## config.mk

```make
export PLATFORM = sky130hd
export DESIGN_NAME = board_gen_flat
export DESIGN_NICKNAME = d
export VERILOG_FILES = /design/src/rtl/board_gen_pkg.sv /design/src/rtl/board_gen_if.sv /design/src/rtl/board_gen_lfsr16.sv /design/src/rtl/board_gen.sv /design/src/flat_wrapper.sv
export SDC_FILE = /design/constraint.sdc
export NUM_CORES = 1
export LEC_CHECK = 0
export ABC_AREA = 0
export CORE_AREA = 2 2 92 94
export DETAILED_ROUTE_END_ITERATION = 8
export DIE_AREA = 0 0 94 96
export SYNTH_ARGS = -nofsm -noshare
export SYNTH_HDL_FRONTEND = slang
export SYNTH_SLANG_ARGS = --single-unit
```

## constraint.sdc

```tcl
create_clock -name clk -period 2 [get_ports clk]
set_input_delay 0.6 -clock clk [delete_from_list [all_inputs] [get_ports clk]]
set_output_delay 0.6 -clock clk [all_outputs]
set_load 0.03 [all_outputs]
```

## src/rtl/board_gen_pkg.sv

```systemverilog
// Shared Flood-It board constants, FSM state type and LFSR step helper.
package board_pkg;

  localparam int unsigned MAX_SIZE   = 14;
  localparam int unsigned MAX_COLORS = 8;
  localparam int unsigned CELL_W     = $clog2(MAX_COLORS);

  localparam logic [15:0] LFSR_RESET = 16'hACE1;
  localparam int unsigned TAP_A = 15;
  localparam int unsigned TAP_B = 13;
  localparam int unsigned TAP_C = 12;
  localparam int unsigned TAP_D = 10;

  typedef enum logic [1:0] {IDLE, SEED, FILL, DONE} state_e;

  function automatic logic [15:0] lfsr_next(input logic [15:0] v);
    return {v[14:0], v[TAP_A] ^ v[TAP_B] ^ v[TAP_C] ^ v[TAP_D]};
  endfunction

endpackage

```

## src/rtl/board_gen_if.sv

```systemverilog
// Selector <-> board generator handshake plus board RAM write port.
interface board_gen_if #(
  parameter int unsigned SIZE_W = 4,
  parameter int unsigned CELL_W = 3,
  parameter int unsigned LFSR_W = 16
);
  logic              INIT_NEW_BOARD;
  logic [SIZE_W-1:0] SIZE;
  logic [CELL_W:0]   COLOR_NUM;
  logic [LFSR_W-1:0] SEED;
  logic              BOARD_READY;
  logic              BUSY;
  logic              WR_EN;
  logic [SIZE_W-1:0] WR_ROW;
  logic [SIZE_W-1:0] WR_COL;
  logic [CELL_W-1:0] WR_COLOR;

  modport master (
    output INIT_NEW_BOARD, SIZE, COLOR_NUM, SEED,
    input  BOARD_READY, BUSY, WR_EN, WR_ROW, WR_COL, WR_COLOR
  );

  modport slave (
    input  INIT_NEW_BOARD, SIZE, COLOR_NUM, SEED,
    output BOARD_READY, BUSY, WR_EN, WR_ROW, WR_COL, WR_COLOR
  );
endinterface

```

## src/rtl/board_gen_lfsr16.sv

```systemverilog
// 16-bit Fibonacci LFSR with load and step; a zero load value is replaced by LFSR_RESET.
module lfsr16
  import board_pkg::*;
(
  input  logic        clk,
  input  logic        rst_n,
  input  logic        load,
  input  logic        step,
  input  logic [15:0] seed,
  output logic [15:0] q
);

  logic [15:0] lfsr_q, lfsr_d;

  always_comb begin
    lfsr_d = lfsr_q;
    if (load) begin
      lfsr_d = (seed == '0) ? LFSR_RESET : seed;
    end else if (step) begin
      lfsr_d = lfsr_next(lfsr_q);
    end
  end

  always_ff @(posedge clk or negedge rst_n) begin
    if (!rst_n) lfsr_q <= LFSR_RESET;
    else        lfsr_q <= lfsr_d;
  end

  assign q = lfsr_q;

endmodule

```

## src/rtl/board_gen.sv

```systemverilog
// Random Flood-It board generator: streams one colour per cell, row-major.
// Optional macro BOARD_GEN_FREE_RUN_EN: LFSR free-runs and the SEED input is ignored.
module board_gen #(
  parameter int unsigned MAX_SIZE   = 14,
  parameter int unsigned MAX_COLORS = 8,
  parameter int unsigned LFSR_W     = 16,
  parameter int unsigned SIZE_W     = 4
) (
  input  logic       clk,
  input  logic       rst_n,
  board_gen_if.slave bus
);
  import board_pkg::*;

  localparam int unsigned CELL_W = $clog2(MAX_COLORS);
  localparam int unsigned NCOL_W = CELL_W + 1;

  state_e            state_q, state_d;
  logic [SIZE_W-1:0] size_q, size_d, row_q, row_d, col_q, col_d;
  logic [NCOL_W-1:0] ncol_q, ncol_d;
  logic              ready_q, ready_d, busy_q, busy_d, wr_en_q, wr_en_d;
  logic [SIZE_W-1:0] wr_row_q, wr_row_d, wr_col_q, wr_col_d;
  logic [CELL_W-1:0] wr_color_q, wr_color_d;

  logic              lfsr_load, lfsr_step;
  logic [LFSR_W-1:0] lfsr_val;
  logic [CELL_W-1:0] cand;

  assign cand = lfsr_val[CELL_W-1:0];

  lfsr16 u_lfsr (
    .clk  (clk),
    .rst_n(rst_n),
    .load (lfsr_load),
    .step (lfsr_step),
    .seed (bus.SEED),
    .q    (lfsr_val)
  );

  always_comb begin
    state_d    = state_q;
    size_d     = size_q;
    ncol_d     = ncol_q;
    row_d      = row_q;
    col_d      = col_q;
    ready_d    = 1'b0;
    busy_d     = 1'b0;
    wr_en_d    = 1'b0;
    wr_row_d   = wr_row_q;
    wr_col_d   = wr_col_q;
    wr_color_d = wr_color_q;
    lfsr_load  = 1'b0;
    lfsr_step  = 1'b0;

    case (state_q)
      IDLE: if (bus.INIT_NEW_BOARD) state_d = SEED;
      SEED: begin
        if (!bus.INIT_NEW_BOARD) begin
          state_d = IDLE;
        end else begin
          busy_d = 1'b1;
          if (bus.SIZE < SIZE_W'(2))             size_d = SIZE_W'(2);
          else if (bus.SIZE > SIZE_W'(MAX_SIZE)) size_d = SIZE_W'(MAX_SIZE);
          else                                   size_d = bus.SIZE;
          if (bus.COLOR_NUM < NCOL_W'(2))               ncol_d = NCOL_W'(2);
          else if (bus.COLOR_NUM > NCOL_W'(MAX_COLORS)) ncol_d = NCOL_W'(MAX_COLORS);
          else                                          ncol_d = bus.COLOR_NUM;
          row_d = '0;
          col_d = '0;
`ifndef BOARD_GEN_FREE_RUN_EN
          lfsr_load = 1'b1;
`endif
          state_d = FILL;
        end
      end
      FILL: begin
        if (!bus.INIT_NEW_BOARD) begin
          state_d = IDLE;
        end else begin
          busy_d    = 1'b1;
          lfsr_step = 1'b1;
          // Rejection sampling: out-of-range candidates just burn a cycle.
          if ({1'b0, cand} < ncol_q) begin
            wr_en_d    = 1'b1;
            wr_row_d   = row_q;
            wr_col_d   = col_q;
            wr_color_d = cand;
            if (col_q == size_q - SIZE_W'(1)) begin
              col_d = '0;
              if (row_q == size_q - SIZE_W'(1)) state_d = DONE;
              else                              row_d   = row_q + SIZE_W'(1);
            end else begin
              col_d = col_q + SIZE_W'(1);
            end
          end
        end
      end
      DONE: begin
        if (bus.INIT_NEW_BOARD) ready_d = 1'b1;
        else                    state_d = IDLE;
      end
      default: state_d = IDLE;
    endcase

`ifdef BOARD_GEN_FREE_RUN_EN
    lfsr_step = 1'b1;
`endif
  end

  always_ff @(posedge clk or negedge rst_n) begin
    if (!rst_n) begin
      state_q    <= IDLE;
      size_q     <= '0;
      ncol_q     <= '0;
      row_q      <= '0;
      col_q      <= '0;
      ready_q    <= 1'b0;
      busy_q     <= 1'b0;
      wr_en_q    <= 1'b0;
      wr_row_q   <= '0;
      wr_col_q   <= '0;
      wr_color_q <= '0;
    end else begin
      state_q    <= state_d;
      size_q     <= size_d;
      ncol_q     <= ncol_d;
      row_q      <= row_d;
      col_q      <= col_d;
      ready_q    <= ready_d;
      busy_q     <= busy_d;
      wr_en_q    <= wr_en_d;
      wr_row_q   <= wr_row_d;
      wr_col_q   <= wr_col_d;
      wr_color_q <= wr_color_d;
    end
  end

  assign bus.BOARD_READY = ready_q;
  assign bus.BUSY        = busy_q;
  assign bus.WR_EN       = wr_en_q;
  assign bus.WR_ROW      = wr_row_q;
  assign bus.WR_COL      = wr_col_q;
  assign bus.WR_COLOR    = wr_color_q;

endmodule

```

## src/flat_wrapper.sv

```systemverilog
// flat-port wrapper written by rule: the top's interface ports become plain ports
module board_gen_flat import board_pkg::*;
#(
  parameter int unsigned MAX_SIZE   = 14,
  parameter int unsigned MAX_COLORS = 8,
  parameter int unsigned LFSR_W     = 16,
  parameter int unsigned SIZE_W     = 4
)
  (clk, rst_n, bus_INIT_NEW_BOARD, bus_SIZE, bus_COLOR_NUM, bus_SEED, bus_BOARD_READY, bus_BUSY, bus_WR_EN, bus_WR_ROW, bus_WR_COL, bus_WR_COLOR);
  board_gen_if #(.SIZE_W(SIZE_W), .CELL_W(CELL_W), .LFSR_W(LFSR_W)) bus_i ();
  input  logic clk;
  input  logic rst_n;
  input wire logic [$bits(bus_i.INIT_NEW_BOARD)-1:0] bus_INIT_NEW_BOARD;
  input wire logic [$bits(bus_i.SIZE)-1:0] bus_SIZE;
  input wire logic [$bits(bus_i.COLOR_NUM)-1:0] bus_COLOR_NUM;
  input wire logic [$bits(bus_i.SEED)-1:0] bus_SEED;
  output wire logic [$bits(bus_i.BOARD_READY)-1:0] bus_BOARD_READY;
  output wire logic [$bits(bus_i.BUSY)-1:0] bus_BUSY;
  output wire logic [$bits(bus_i.WR_EN)-1:0] bus_WR_EN;
  output wire logic [$bits(bus_i.WR_ROW)-1:0] bus_WR_ROW;
  output wire logic [$bits(bus_i.WR_COL)-1:0] bus_WR_COL;
  output wire logic [$bits(bus_i.WR_COLOR)-1:0] bus_WR_COLOR;
  assign bus_i.INIT_NEW_BOARD = bus_INIT_NEW_BOARD;
  assign bus_i.SIZE = bus_SIZE;
  assign bus_i.COLOR_NUM = bus_COLOR_NUM;
  assign bus_i.SEED = bus_SEED;
  assign bus_BOARD_READY = bus_i.BOARD_READY;
  assign bus_BUSY = bus_i.BUSY;
  assign bus_WR_EN = bus_i.WR_EN;
  assign bus_WR_ROW = bus_i.WR_ROW;
  assign bus_WR_COL = bus_i.WR_COL;
  assign bus_WR_COLOR = bus_i.WR_COLOR;
  board_gen #(.MAX_SIZE(MAX_SIZE), .MAX_COLORS(MAX_COLORS), .LFSR_W(LFSR_W), .SIZE_W(SIZE_W)) u_core (.clk(clk), .rst_n(rst_n), .bus(bus_i));
endmodule
```

### Word level (Yosys, flattened, before mapping)

Cells that the tools add are included.

* register bits: 48
* bits of input ports: 27
* word-level logic and storage cells: 81

* add/sub/neg operators: 3
* magnitude comparators: 5
* eq/ne operators: 15
* muxes and demuxes: 33
* bitwise logic cells: 3
* reduce and logical (&&, ||, !) cells: 10

Operators by type and width (count)
* $mux 16: 3
* $mux 4: 12
* $logic_not 16->1: 1
* $pmux 4 s2: 2
* $mux 2: 7
* $ne 2x2->1 const B: 5
* $ne 3x2->1 const B: 3
* $add 4x1->4 const B: 2
* $eq 4x4->1: 2
* $gt 4x4->1 const B: 2
* $lt 4x2->1 const B: 2
* $mux 1: 8
* $pmux 2 s4: 1
* $reduce_and 6->1: 1
* $reduce_and 5->1: 1
* $eq 2x2->1 const B: 2
* $lt 3x4->1: 1
* $ne 2x1->1 const B: 2
* $reduce_and 4->1: 1
* $reduce_bool 2->1: 2
* $sub 4x1->4 const B: 1
* $reduce_and 3->1: 1
* $xor 1x1->1: 3
* $eq 2x1->1 const B: 1
* 3 further kinds: 3

### Longest topological paths before layout

* depth after elaboration: 7
* mapped depth: 10

### By module

Synthesis repeated with hierarchy kept, for this count alone.

* cell total of the unflattened synthesis: 232
* area total of the unflattened synthesis: 2580.0 µm²

Modules (own cells, without submodules)
* board_gen: times used 1, cells each 161, area each 1732.9 µm²
* lfsr16: times used 1, cells each 71, area each 847.1 µm²

### Worst setup path after synthesis

OpenSTA, ideal clock, no wires.

* path type: register to register
* from: register u_core.u_lfsr.lfsr_q[2] (netlist: u_core.u_lfsr.q[2])
* to: register u_core.col_q[3]
* data arrival time: 1840 ps
* data required time: 1913 ps
* slack: 74 ps
* stages on the path, launching flop included: 7
* buffers on the path: 0
* clock period less this slack: 1926 ps
* cells stage by stage: dfrtp_1 > ha_1 > a21oi_1 > o21ai_0 > a31o_2 > or4_1 > o211ai_1

* longest elaborated chain between the ends: 3

RTL lines
* from (decl): line board_gen_lfsr16.sv:13 `logic [15:0] lfsr_q, lfsr_d;`
* from (signal assigned): line board_gen_lfsr16.sv:26 `else lfsr_q <= lfsr_d;`
* $lt 3x4->1: line board_gen.sv:83 `if ({1'b0, cand} < ncol_q) begin`
* $ne 2x1->1 (no source line)
* $reduce_and 4->1 (no source line)
* to (signal assigned): line board_gen.sv:128 `col_q <= col_d;`
* to (decl): line board_gen.sv:19 `logic [SIZE_W-1:0] size_q, size_d, row_q, row_d, col_q, col_d;`

Every way passes these cells.
A chain may end at the register's enable or synchronous reset.

### Final worst setup path

* from: register u_core.wr_color_q[0] (netlist: u_core.bus.WR_COLOR[0])
* to: output bus_WR_COLOR[0]

RTL lines
* from (decl): line board_gen.sv:23 `logic [CELL_W-1:0] wr_color_q, wr_color_d;`
* from (signal assigned): line board_gen.sv:134 `wr_color_q <= wr_color_d;`
* to (decl): line flat_wrapper.sv:22 `output wire logic [$bits(bus_i.WR_COLOR)-1:0] bus_WR_COLOR;`

No word-level cell between the ends.

==> flow_summary.json <==
{
  "r2r_end": "u_core.col_q[3]",
  "firstDrtPassIters": 4,
  "switchingPower_uw": 1740,
  "rows": 33,
  "setup_viol": 0,
  "synth.distinct_cells": 49,
  "leakage_uw": 0.00162,
  "synth_cells": 278,
  "pin_count": 41,
  "ys_warn_count": 0,
  "drive_gt1_share_pct": 21.8,
  "core_sq_mm": 0.00805,
  "synth-edff-count": 0,
  "timing.hold.ws_ns": 0.279,
  "wirelength_um": 6350,
  "grt_pass1_wl_um": 10300,
  "ys_seq_area_share_pct": 46.8,
  "comb_power_share_pct": 49.6,
  "p_int_uw": 2720,
  "drc_errors": 0,
  "ant_nets": 0,
  "port_buffers": 40,
  "cts_inserted_buffers": 5,
  "crit_type": "reg -> out",
  "fmax_mhz": 515,
  "clk_latency_ns": 0.30,
  "synth_seq_cells": 48,
  "clkPwrFrac_pct": 13.9,
  "dpl_cell_area_sq_mm": 0.00334,
  "cts_tree": "built",
  "hold_viol": 0,
  "routabilityCongestion": 0.854,
  "synth_top_area_cell": "dfrtp_1",
  "syn-cell-area_sq_mm": 0.00259,
  "fin_setup_tns_ns": 0,
  "slew_violations": 0,
  "hp-class": "in -> async",
  "synthArstFlopShare_pct": 100,
  "grt.total_usage_pct": 14.4,
  "power_density_mw_per_mm2": 1260,
  "status": "finished clean",
  "fin_crit_sh_pct": 97.2,
  "drtIter0Drc": 108,
  "h-tree-depth": 2,
  "worst_slack_ns": 0.0564,
  "fin_area_sq_mm": 0.00355,
  "rrSetupSlack_ns": 0.06,
  "clkTransAtPathRegs_ns": 0.09,
  "dieWidth_um": 94,
  "place_ws_ns": -0.202,
  "diodes": 0,
  "synth.most_common_cell": "nand2_1",
  "dp_hpwl_um": 4640,
  "root_buffer": "clkbuf_8",
  "worst-path-buf-inv": 1,
  "netlist_top_cells_area": "dfrtp_1 39%, nand2_1 8.7%, dfstp_2 8.1%",
  "synth.avg_cell_area_sq_um": 9.31,
  "timing.rr.start": "u_core.u_lfsr.q[2]",
  "path_cells": "clkdlybuf4s50_1",
  "r2r_cells": 6,
  "grt-ovfl-total": 0,
  "cts_hold_buf": 0,
  "nFillCells": 799,
  "worstMarginPinSlew_ns": 0.333,
  "worstPathArrival_ns": 1.34,
  "finalCriticalPeriod_ns": 1.94,
  "syn_nets": 315,
  "critPathRequiredTime_ns": 1.40,
  "crit_path_max_fanout": 2,
  "clock_skew_ns": 0.00401,
  "clk_path_buf_depth": 2,
  "end_kind": "primary output",
  "area_growth_pct": 37.2,
  "die-area_sq_mm": 0.00902,
  "vias": 2254,
  "grt_pass1_vias": 2178,
  "cpMaxStageDelayCell": "clkdlybuf4s50_1",
  "final_nets": 390,
  "clock-sinks": 48,
  "max-vdd-ir-drop_mv": 0.922,
  "initial_utilization_pct": 32.2,
  "path_delay_family": "buffers and inverters",
  "startpoint_type": "flip-flop",
  "synth_commonest_cells": "60 x nand2_1, 40 x dfrtp_1, 26 x o21ai_0",
  "antenna_found_initial": 0,
  "die_h_um": 96,
  "power_frac_seq_pct": 36.6,
  "avgViaCountPerCell": 4.91,
  "relSlewSlack_pct": 77.7,
  "grt_max_degree": 49,
  "wl_per_cell_um": 13.8,
  "maxCapViolCount": 0,
  "p_sw_share_pct": 39.0,
  "slowest_delay_ns": 0.68,
  "ys.flop_type": "dfrtp_1",
  "synth_top_area_share_pct": 38.7
}
-- power groups by stage --
stage	Sequential (uW)	Clock, uW	Combinational, uW
after global routing	1670	678	2430
after global placement	1640	0	1920
final	1630	619	2210
after floorplan	1680	0	1190
after detailed placement	1650	0	1970
after CTS	1630	641	2020
-- repair_timing --
action,4_1_cts,5_1_grt
setup buffers,0,4
hold endpoints to repair,0,0
resized for setup,4,13
pin swaps,2,4
setup endpoints to repair,3,10
-- logic make-up after synthesis --
family                     Yosys count  share of synthesized area [%]
DFF                                 48                           46.8
buffers and inverters               29                           4.88
adders and majority gates           10                           4.83
AOI/OAI and AO/OA                   73                           18.7
xor gates and xnor gates            14                           5.27
muxes                                3                           1.21
and+or+nand+nor                    101                           18.3
-- area by class of cell --
| cell class | instances | area (sq um) | share of cell area (%) |
|---|---|---|---|
| multi-input cells | 201 | 1330 | 37.3 |
| flip-flops and latches | 48 | 1210 | 34.2 |
| repair buffers | 79 | 717 | 20.2 |
| well taps | 105 | 131 | 3.70 |
| clock buffers | 6 | 82.6 | 2.32 |
| inverters | 18 | 67.6 | 1.90 |
| clock inverters | 2 | 15.0 | 0.423 |
-- worst max-delay path by stage --
stage	startpoint	end	slack [ns]	cells past startpoint
after floorplan	u_core.u_lfsr.q[2]	u_core.col_q[3]	0.07	6
after global placement	bus_INIT_NEW_BOARD	u_core.col_q[3]	-0.18	5
after detailed placement	bus_INIT_NEW_BOARD	u_core.col_q[3]	-0.20	5
after CTS	u_core.u_lfsr.q[2]	u_core.col_q[3]	0.01	6
after global routing	u_core.u_lfsr.q[2]	u_core.row_q[3]	-0.03	7
final	u_core.bus.WR_COLOR[0]	bus_WR_COLOR[0]	0.06	1
-- through the flow --
stage,total power [uW],instances,util [%]
after floorplan,2870,278,-
after global placement,3560,447,41.5
after detailed placement,3610,447,41.5
after CTS,4290,455,43.0
after global routing,4780,459,44.1
final,4460,459,44.1
-- placed cells by master, fill, tap and decap left out, types with 3 or more instances in the layout --
master           instances
a21oi_1                  5
a22oi_1                 15
a31oi_1                  3
and2_1                   3
buf_4                   36
clkbuf_8                 6
clkdlybuf4s50_1         39
dfrtp_1                 38
dfstp_2                  8
ha_1                     8
inv_1                   15
nand2_1                 59
nand3_1                  4
nor2_1                  13
nor4_1                   5
o21ai_0                 24
o21ai_1                  3
o221ai_1                 7
xnor2_1                  5
xnor2_2                  3
xor2_1                   5
-- state kept, by name, summed over array words and instances, names as in the netlist, 2 cells and up --
| signal | flops |
|---|---|
| u_core.bus.WR_ROW | 4 |
| u_core.ncol_q | 4 |
| u_core.col_q | 4 |
| u_core.state_q | 2 |
| u_core.size_q | 4 |
| u_core.u_lfsr.q | 16 |
| u_core.row_q | 4 |
| u_core.bus.WR_COL | 4 |
| u_core.bus.WR_COLOR | 3 |
-- metal layers --
metal	routed length [um]	GRT usage, %	vias to the layer above
li1	-	-	1130
met3	219	2.58	5
met5	0	0	-
met4	46	3.02	0
met2	3160	25.2	40
met1	2920	18.6	1079
Power figures use the tool's default switching activity.
